**config.mk**
```make
export PLATFORM = sky130hd
export DESIGN_NAME = tl_timed_cntr_flat
export DESIGN_NICKNAME = d
export VERILOG_FILES = /design/src/rtl/tl_timed_cntr_if.sv /design/src/rtl/tl_timed_cntr.sv /design/src/flat_wrapper.sv
export SDC_FILE = /design/constraint.sdc
export NUM_CORES = 1
export LEC_CHECK = 0
export BUFFER_PORTS_ARGS = -buffer_cell sky130_fd_sc_hd__buf_2
export CORE_AREA = 2 2 39 41
export DETAILED_ROUTE_END_ITERATION = 8
export DIE_AREA = 0 0 41 43
export HOLD_SLACK_MARGIN = 0.03
export PLACE_DENSITY = 0.77
export SLEW_MARGIN = 20
export SYNTH_ARGS = -nofsm -noshare
export SYNTH_HDL_FRONTEND = slang
export SYNTH_SLANG_ARGS = --single-unit
```
**constraint.sdc**
```tcl
create_clock -name i_clk -period 1.9 [get_ports i_clk]
set_clock_uncertainty 0.15 [all_clocks]
set_input_delay 0.57 -clock i_clk [delete_from_list [all_inputs] [get_ports i_clk]]
set_output_delay 0.57 -clock i_clk [all_outputs]
set_load 0.1 [all_outputs]
```
**src/rtl/tl_timed_cntr_if.sv**
```systemverilog
// rtl/tl_timed_cntr_if.sv - traffic-light controller signal bundle
// Ports:
//   tick     : one-clock time-base pulse, the only event that advances the timer
//   ta, tb   : street A / street B traffic sensors (1 = traffic present)
//   ped      : pedestrian request pulse
//   la, lb   : street A / B lights (00 green, 01 yellow, 10 red)
//   cnt      : remaining ticks in the current phase
//   ped_wait : latched pedestrian request still pending
interface tl_timed_cntr_if;
    logic       tick;
    logic       ta;
    logic       tb;
    logic       ped;
    logic [1:0] la;
    logic [1:0] lb;
    logic [3:0] cnt;
    logic       ped_wait;

    modport master (
        output tick, ta, tb, ped,
        input  la, lb, cnt, ped_wait
    );

    modport slave (
        input  tick, ta, tb, ped,
        output la, lb, cnt, ped_wait
    );
endinterface

```
**src/rtl/tl_timed_cntr.sv**
```systemverilog
// rtl/tl_timed_cntr.sv - two-street traffic-light controller with tick-timed phases
// Ports:
//   i_clk   : clock, all state changes on the rising edge
//   i_rst_n : asynchronous active-low reset
//   bus     : tl_timed_cntr_if.slave (tick/ta/tb/ped in, la/lb/cnt/ped_wait out)
// Parameters:
//   GREEN_T  : green phase length in ticks (1..16)
//   YELLOW_T : yellow phase length in ticks (1..16)
module tl_timed_cntr #(
    parameter int GREEN_T  = 5,
    parameter int YELLOW_T = 2
) (
    input  logic              i_clk,
    input  logic              i_rst_n,
    tl_timed_cntr_if.slave    bus
);

    localparam logic [3:0] G_LOAD = 4'(GREEN_T - 1);
    localparam logic [3:0] Y_LOAD = 4'(YELLOW_T - 1);

    localparam logic [1:0] L_GREEN  = 2'b00;
    localparam logic [1:0] L_YELLOW = 2'b01;
    localparam logic [1:0] L_RED    = 2'b10;

    typedef enum logic [1:0] {
        S0 = 2'd0,  // A green,  B red
        S1 = 2'd1,  // A yellow, B red
        S2 = 2'd2,  // A red,    B green
        S3 = 2'd3   // A red,    B yellow
    } state_t;

    state_t     r_state;
    logic [3:0] r_cnt;
    logic [1:0] r_la;
    logic [1:0] r_lb;
    logic       r_ped_wait;

    logic       w_expired;
    logic       w_enter_yellow;

    // A green phase may only end once its count has run out and either the
    // street has gone quiet or a pedestrian is waiting. Sensors only matter here.
    assign w_expired      = bus.tick && (r_cnt == 4'd0);
    assign w_enter_yellow = w_expired &&
                            (((r_state == S0) && (!bus.ta || r_ped_wait)) ||
                             ((r_state == S2) && (!bus.tb || r_ped_wait)));

    always_ff @(posedge i_clk or negedge i_rst_n) begin
        if (!i_rst_n) begin
            r_state    <= S0;
            r_cnt      <= G_LOAD;
            r_la       <= L_GREEN;
            r_lb       <= L_RED;
            r_ped_wait <= 1'b0;
        end else begin
            // A new request on the clearing edge wins over the clear.
            r_ped_wait <= bus.ped | (r_ped_wait & ~w_enter_yellow);

            if (bus.tick) begin
                if (r_cnt != 4'd0) begin
                    r_cnt <= r_cnt - 4'd1;
                end else begin
                    // Lights change together with the state so they stay a
                    // pure function of the state register.
                    case (r_state)
                        S0: if (w_enter_yellow) begin
                            r_state <= S1;
                            r_cnt   <= Y_LOAD;
                            r_la    <= L_YELLOW;
                            r_lb    <= L_RED;
                        end
                        S1: begin
                            r_state <= S2;
                            r_cnt   <= G_LOAD;
                            r_la    <= L_RED;
                            r_lb    <= L_GREEN;
                        end
                        S2: if (w_enter_yellow) begin
                            r_state <= S3;
                            r_cnt   <= Y_LOAD;
                            r_la    <= L_RED;
                            r_lb    <= L_YELLOW;
                        end
                        S3: begin
                            r_state <= S0;
                            r_cnt   <= G_LOAD;
                            r_la    <= L_GREEN;
                            r_lb    <= L_RED;
                        end
                        default: begin
                            r_state <= S0;
                            r_cnt   <= G_LOAD;
                            r_la    <= L_GREEN;
                            r_lb    <= L_RED;
                        end
                    endcase
                end
            end
        end
    end

    assign bus.la       = r_la;
    assign bus.lb       = r_lb;
    assign bus.cnt      = r_cnt;
    assign bus.ped_wait = r_ped_wait;

endmodule

```
**src/flat_wrapper.sv**
```systemverilog
// flat-port wrapper written by rule: the top's interface ports become plain ports
module tl_timed_cntr_flat 
#(
    parameter int GREEN_T  = 5,
    parameter int YELLOW_T = 2
)
  (i_clk, i_rst_n, bus_tick, bus_ta, bus_tb, bus_ped, bus_la, bus_lb, bus_cnt, bus_ped_wait);
  tl_timed_cntr_if bus_i ();
  input  logic i_clk;
  input  logic i_rst_n;
  input wire logic [$bits(bus_i.tick)-1:0] bus_tick;
  input wire logic [$bits(bus_i.ta)-1:0] bus_ta;
  input wire logic [$bits(bus_i.tb)-1:0] bus_tb;
  input wire logic [$bits(bus_i.ped)-1:0] bus_ped;
  output wire logic [$bits(bus_i.la)-1:0] bus_la;
  output wire logic [$bits(bus_i.lb)-1:0] bus_lb;
  output wire logic [$bits(bus_i.cnt)-1:0] bus_cnt;
  output wire logic [$bits(bus_i.ped_wait)-1:0] bus_ped_wait;
  assign bus_i.tick = bus_tick;
  assign bus_i.ta = bus_ta;
  assign bus_i.tb = bus_tb;
  assign bus_i.ped = bus_ped;
  assign bus_la = bus_i.la;
  assign bus_lb = bus_i.lb;
  assign bus_cnt = bus_i.cnt;
  assign bus_ped_wait = bus_i.ped_wait;
  tl_timed_cntr #(.GREEN_T(GREEN_T), .YELLOW_T(YELLOW_T)) u_core (.i_clk(i_clk), .i_rst_n(i_rst_n), .bus(bus_i));
endmodule
```
==> results.txt <==
----------------------------------------------------
[Status]
  Result of the run ... finished clean

[CTS]
  Clock sinks ... 10
  Buffer cell driving the clock tree root ... sky130_fd_sc_hd__clkbuf_4
  Reg clk slew, reported paths ... approximately 0.070 ns
  Clock Latency Late Sink ... 0.26 ns
  Clock buffer depth ... 2
  Total CTS buffers ... 3
  CTS H-Tree Depth ... 1
  CTS tree ... built

[Setup path]
  Worst path required time ... about 1.2 ns
  Type of the worst setup path ... reg -> out
  Crit path cell chain ... buf_2
  Critical path capture point type ... primary output
  Largest fanout on the critical path ... 6
  Reg-to-reg endpoint ... u_core.bus.lb[0]
  Max stage delay on crit path ... 0.44 ns
  Cell family with most CP delay ... buffers and inverters
  Worst path buffer plus inverter count ... 1
  Category of the worst setup path launch point ... flop
  Data arrival time of the critical path ... roughly 1.1 ns
  Worst-case reg-to-reg path depth ... 6
  Origin of the critical flop-to-flop path ... u_core.r_state[1]
  Crit-path slowest cell ... sky130_fd_sc_hd__buf_2
  Register-to-register setup slack ... around 0.080 ns

[STA]
  Number of pins exceeding their max-slew limit in the final report ... 0
  Final worst-path cycle share ... 0.969
  Total Negative Setup Slacks ... 0 ns
  Worst hold slack across all endpoints ... around 0.33 ns
  Least-Margin Pin Slew ... 0.485 ns
  Final-report hold violation count ... 0
  Min cycle time layout ... between 1.5 and 2 ns
  Top achievable clock speed ... around 540 MHz
  Final setup fails ... 0
  Max_slew headroom ... 0.679

[Synthesis]
  Count of state elements after synthesis ... 10
  Syn Area/Cell ... 12.1 sq um
  Unique cell type count in the Yosys netlist ... 25
  Sequential share of the synthesized area ... 0.453
  Yosys synthesis warning count ... 0
  Count of mapped cells out of synthesis ... 46
  Area of the mapped netlist ... ~560 sq um
  Syn Nets ... 56

[Min path]
  Tightest Hold Check Type ... in -> reg
  Worst hold endpoint ... u_core.bus.ped_wait
  Instance count along the most critical hold path ... 2
  Min-Delay Startpoint ... bus_ped

[Place]
  Half-perimeter wire length after detailed placement ... around 810 microns
  Cells after DPL ... 79
  Number of buffer cells added on primary ports ... 14
  Post-place instance area ... 734 sq um
  Gpl congestion ... around 0.75

[Global route]
  First-pass GRT wire length ... around 1700 microns
  Total GRT Usage ... 0.144
  Via count of the first global-routing pass ... around 380
  Maximum number of pins on one net before global-route repair ... 11
  Congestion Overflow GR ... 0
  Initial antenna violation count ... 0

[Routing]
  Iter 0 DRT Violations ... 5
  Post-DR wirelength/cell ... roughly 12 microns
  Post-route DRC violation count ... 0
  Vias per cell ... between 4 and 5
  Routed wire length ... 1020 microns
  First-pass DRT Iterations ... 4
  Via count ... approximately 420
  Antenna Nets Post-Route ... 0

[Floorplanning]
  Initial Util ... 0.403
  Horiz. Die Dim ... around 41 microns
  Row count ... 14
  Height of the die ... ~43 microns
  Number of top-level pins ... 15
  Core Footprint ... 1380 sq um
  Die area ... approximately 1800 sq um

[Layout]
  Ant diodes ... 0
  Design Area, Final ... 803 sq um
  Relative area change from synthesis to final layout ... 43.9%
  Ratio of cells with drive above 1 in the final layout ... 0.551
  Number of standard cells in the final layout excluding fillers ... 85
  Final nets ... 80
  Fillcell total ... 120

[Job]
  Max capacitance violation total ... 0

----------------------------------------------------
-- worst reg2reg max path, delay by kind of cell, from the launching register on --
kind | cells | cell delay, ns
fa+ha+maj | 1 | 0.26
flops | 1 | 0.41
simple gates | 3 | 0.50
buf+inv | 1 | 0.09
mux | 1 | 0.31
-- Yosys cell counts (all sizes together) --
cell type	number	area [sq um]
dfrtp	8	200
ha	4	50.1
nor2	4	22.5
mux2	3	45.0
nor3	3	31.3
a21o	2	15.0
a21oi	2	10.0
dfstp	2	52.6
inv	2	7.51
nand2b	2	12.5
o21ai	2	10.0
o21bai	2	15.0
o31a	2	18.8
a2bb2oi	1	8.76
buf	1	7.51
mux2i	1	10.0
nor2b	1	8.76
o22a	1	8.76
o31ai	1	7.51
or2b	1	7.51
xnor2	1	8.76
-- worst max-delay path by stage --
stage / start / to / slack [ns] / depth (start not counted)
6_report: u_core.bus.cnt[1] / bus_cnt[1] / 0.06 / 1
5_1_grt: u_core.r_state[1] / u_core.r_state[1] / -0.008 / 6
3_5_place_dp: u_core.r_state[0] / u_core.r_state[1] / 0.07 / 6
4_1_cts: u_core.bus.cnt[1] / bus_cnt[1] / 0.05 / 1
3_3_place_gp: u_core.r_state[0] / u_core.r_state[1] / 0.11 / 6
2_1_floorplan: u_core.bus.cnt[0] / u_core.bus.la[0] / 0.03 / 4
-- layer usage --
metal	wire, microns	GRT usage	up-vias
met2	492	0.206	14
met4	6	0.0800	0
li1	-	-	208
met5	0	0	-
met3	57	0.0366	2
met1	463	0.191	197
-- cells in the final DEF (no fill, tap or decap) --
master	synthesis	final
sky130_fd_sc_hd__nor2_4	1	1
sky130_fd_sc_hd__or2b_1	1	1
sky130_fd_sc_hd__inv_1	2	2
sky130_fd_sc_hd__mux2_4	3	3
sky130_fd_sc_hd__dfrtp_2	0	3
sky130_fd_sc_hd__buf_12	0	4
sky130_fd_sc_hd__nor3_4	1	1
sky130_fd_sc_hd__o31ai_1	1	1
sky130_fd_sc_hd__ha_1	4	3
sky130_fd_sc_hd__nand2b_1	2	2
sky130_fd_sc_hd__a21o_1	2	2
sky130_fd_sc_hd__o21bai_1	2	2
sky130_fd_sc_hd__dfstp_2	2	2
sky130_fd_sc_hd__o22a_1	1	1
sky130_fd_sc_hd__mux2i_4	0	1
sky130_fd_sc_hd__dfrtp_1	8	5
sky130_fd_sc_hd__ha_2	0	1
sky130_fd_sc_hd__clkbuf_4	0	3
sky130_fd_sc_hd__o31a_1	1	1
sky130_fd_sc_hd__o21ai_0	2	2
sky130_fd_sc_hd__buf_2	0	10
sky130_fd_sc_hd__xnor2_1	1	1
sky130_fd_sc_hd__buf_4	1	5
sky130_fd_sc_hd__a21oi_1	2	2
sky130_fd_sc_hd__o31a_2	1	1
sky130_fd_sc_hd__a2bb2oi_1	1	1
sky130_fd_sc_hd__nor3_1	1	1
sky130_fd_sc_hd__nor2_1	3	3
sky130_fd_sc_hd__clkbuf_8	0	1
sky130_fd_sc_hd__nor2b_2	1	1
sky130_fd_sc_hd__dlygate4sd3_1	0	1
sky130_fd_sc_hd__nor3_2	1	1
-- cell type report --
| class | count | area (sq um) | share of cell area |
|---|---|---|---|
| well taps | 16 | 20.0 | 0.0249 |
| inverters | 2 | 7.51 | 0.00935 |
| repair buffers | 20 | 178 | 0.221 |
| clock buffers | 4 | 36.3 | 0.0452 |
| flip-flops and latches | 10 | 256 | 0.319 |
| multi-input cells | 33 | 305 | 0.380 |
-- repair_timing --
| item | 4_1_cts | 5_1_grt |
|---|---|---|
| hold buffers | 1 | 0 |
| setup endpoints to repair | 0 | 4 |
| gates resized for setup | 0 | 3 |
| endpoints found under the hold margin | 8 | 0 |
| buffers inserted | 0 | 1 |
-- flip-flops by register name, summed over array words and instances, names as in the netlist --
register / cells
u_core.bus.cnt: 4
u_core.bus.la: 1
u_core.bus.lb: 2
u_core.bus.ped_wait: 1
u_core.r_state: 2
-- cell families after synthesis --
group	synth area share
simple gates	0.148
buf+inv	0.0269
compound gates	0.168
fa+ha+maj	0.0897
mux	0.0986
xor+xnor	0.0157
flops	0.453
-- metrics by stage --
step,util,worst slack (ns)
after floorplan,-,0.0273
after global placement,0.531,0.113
after detailed placement,0.531,0.0701
after CTS,0.564,0.0484
after global routing,0.580,-0.00799
final,0.580,0.0597
Power is left out: the tool's default activity adds up to more than one toggle a clock period on the data nets, which glitch-free logic cannot reach.
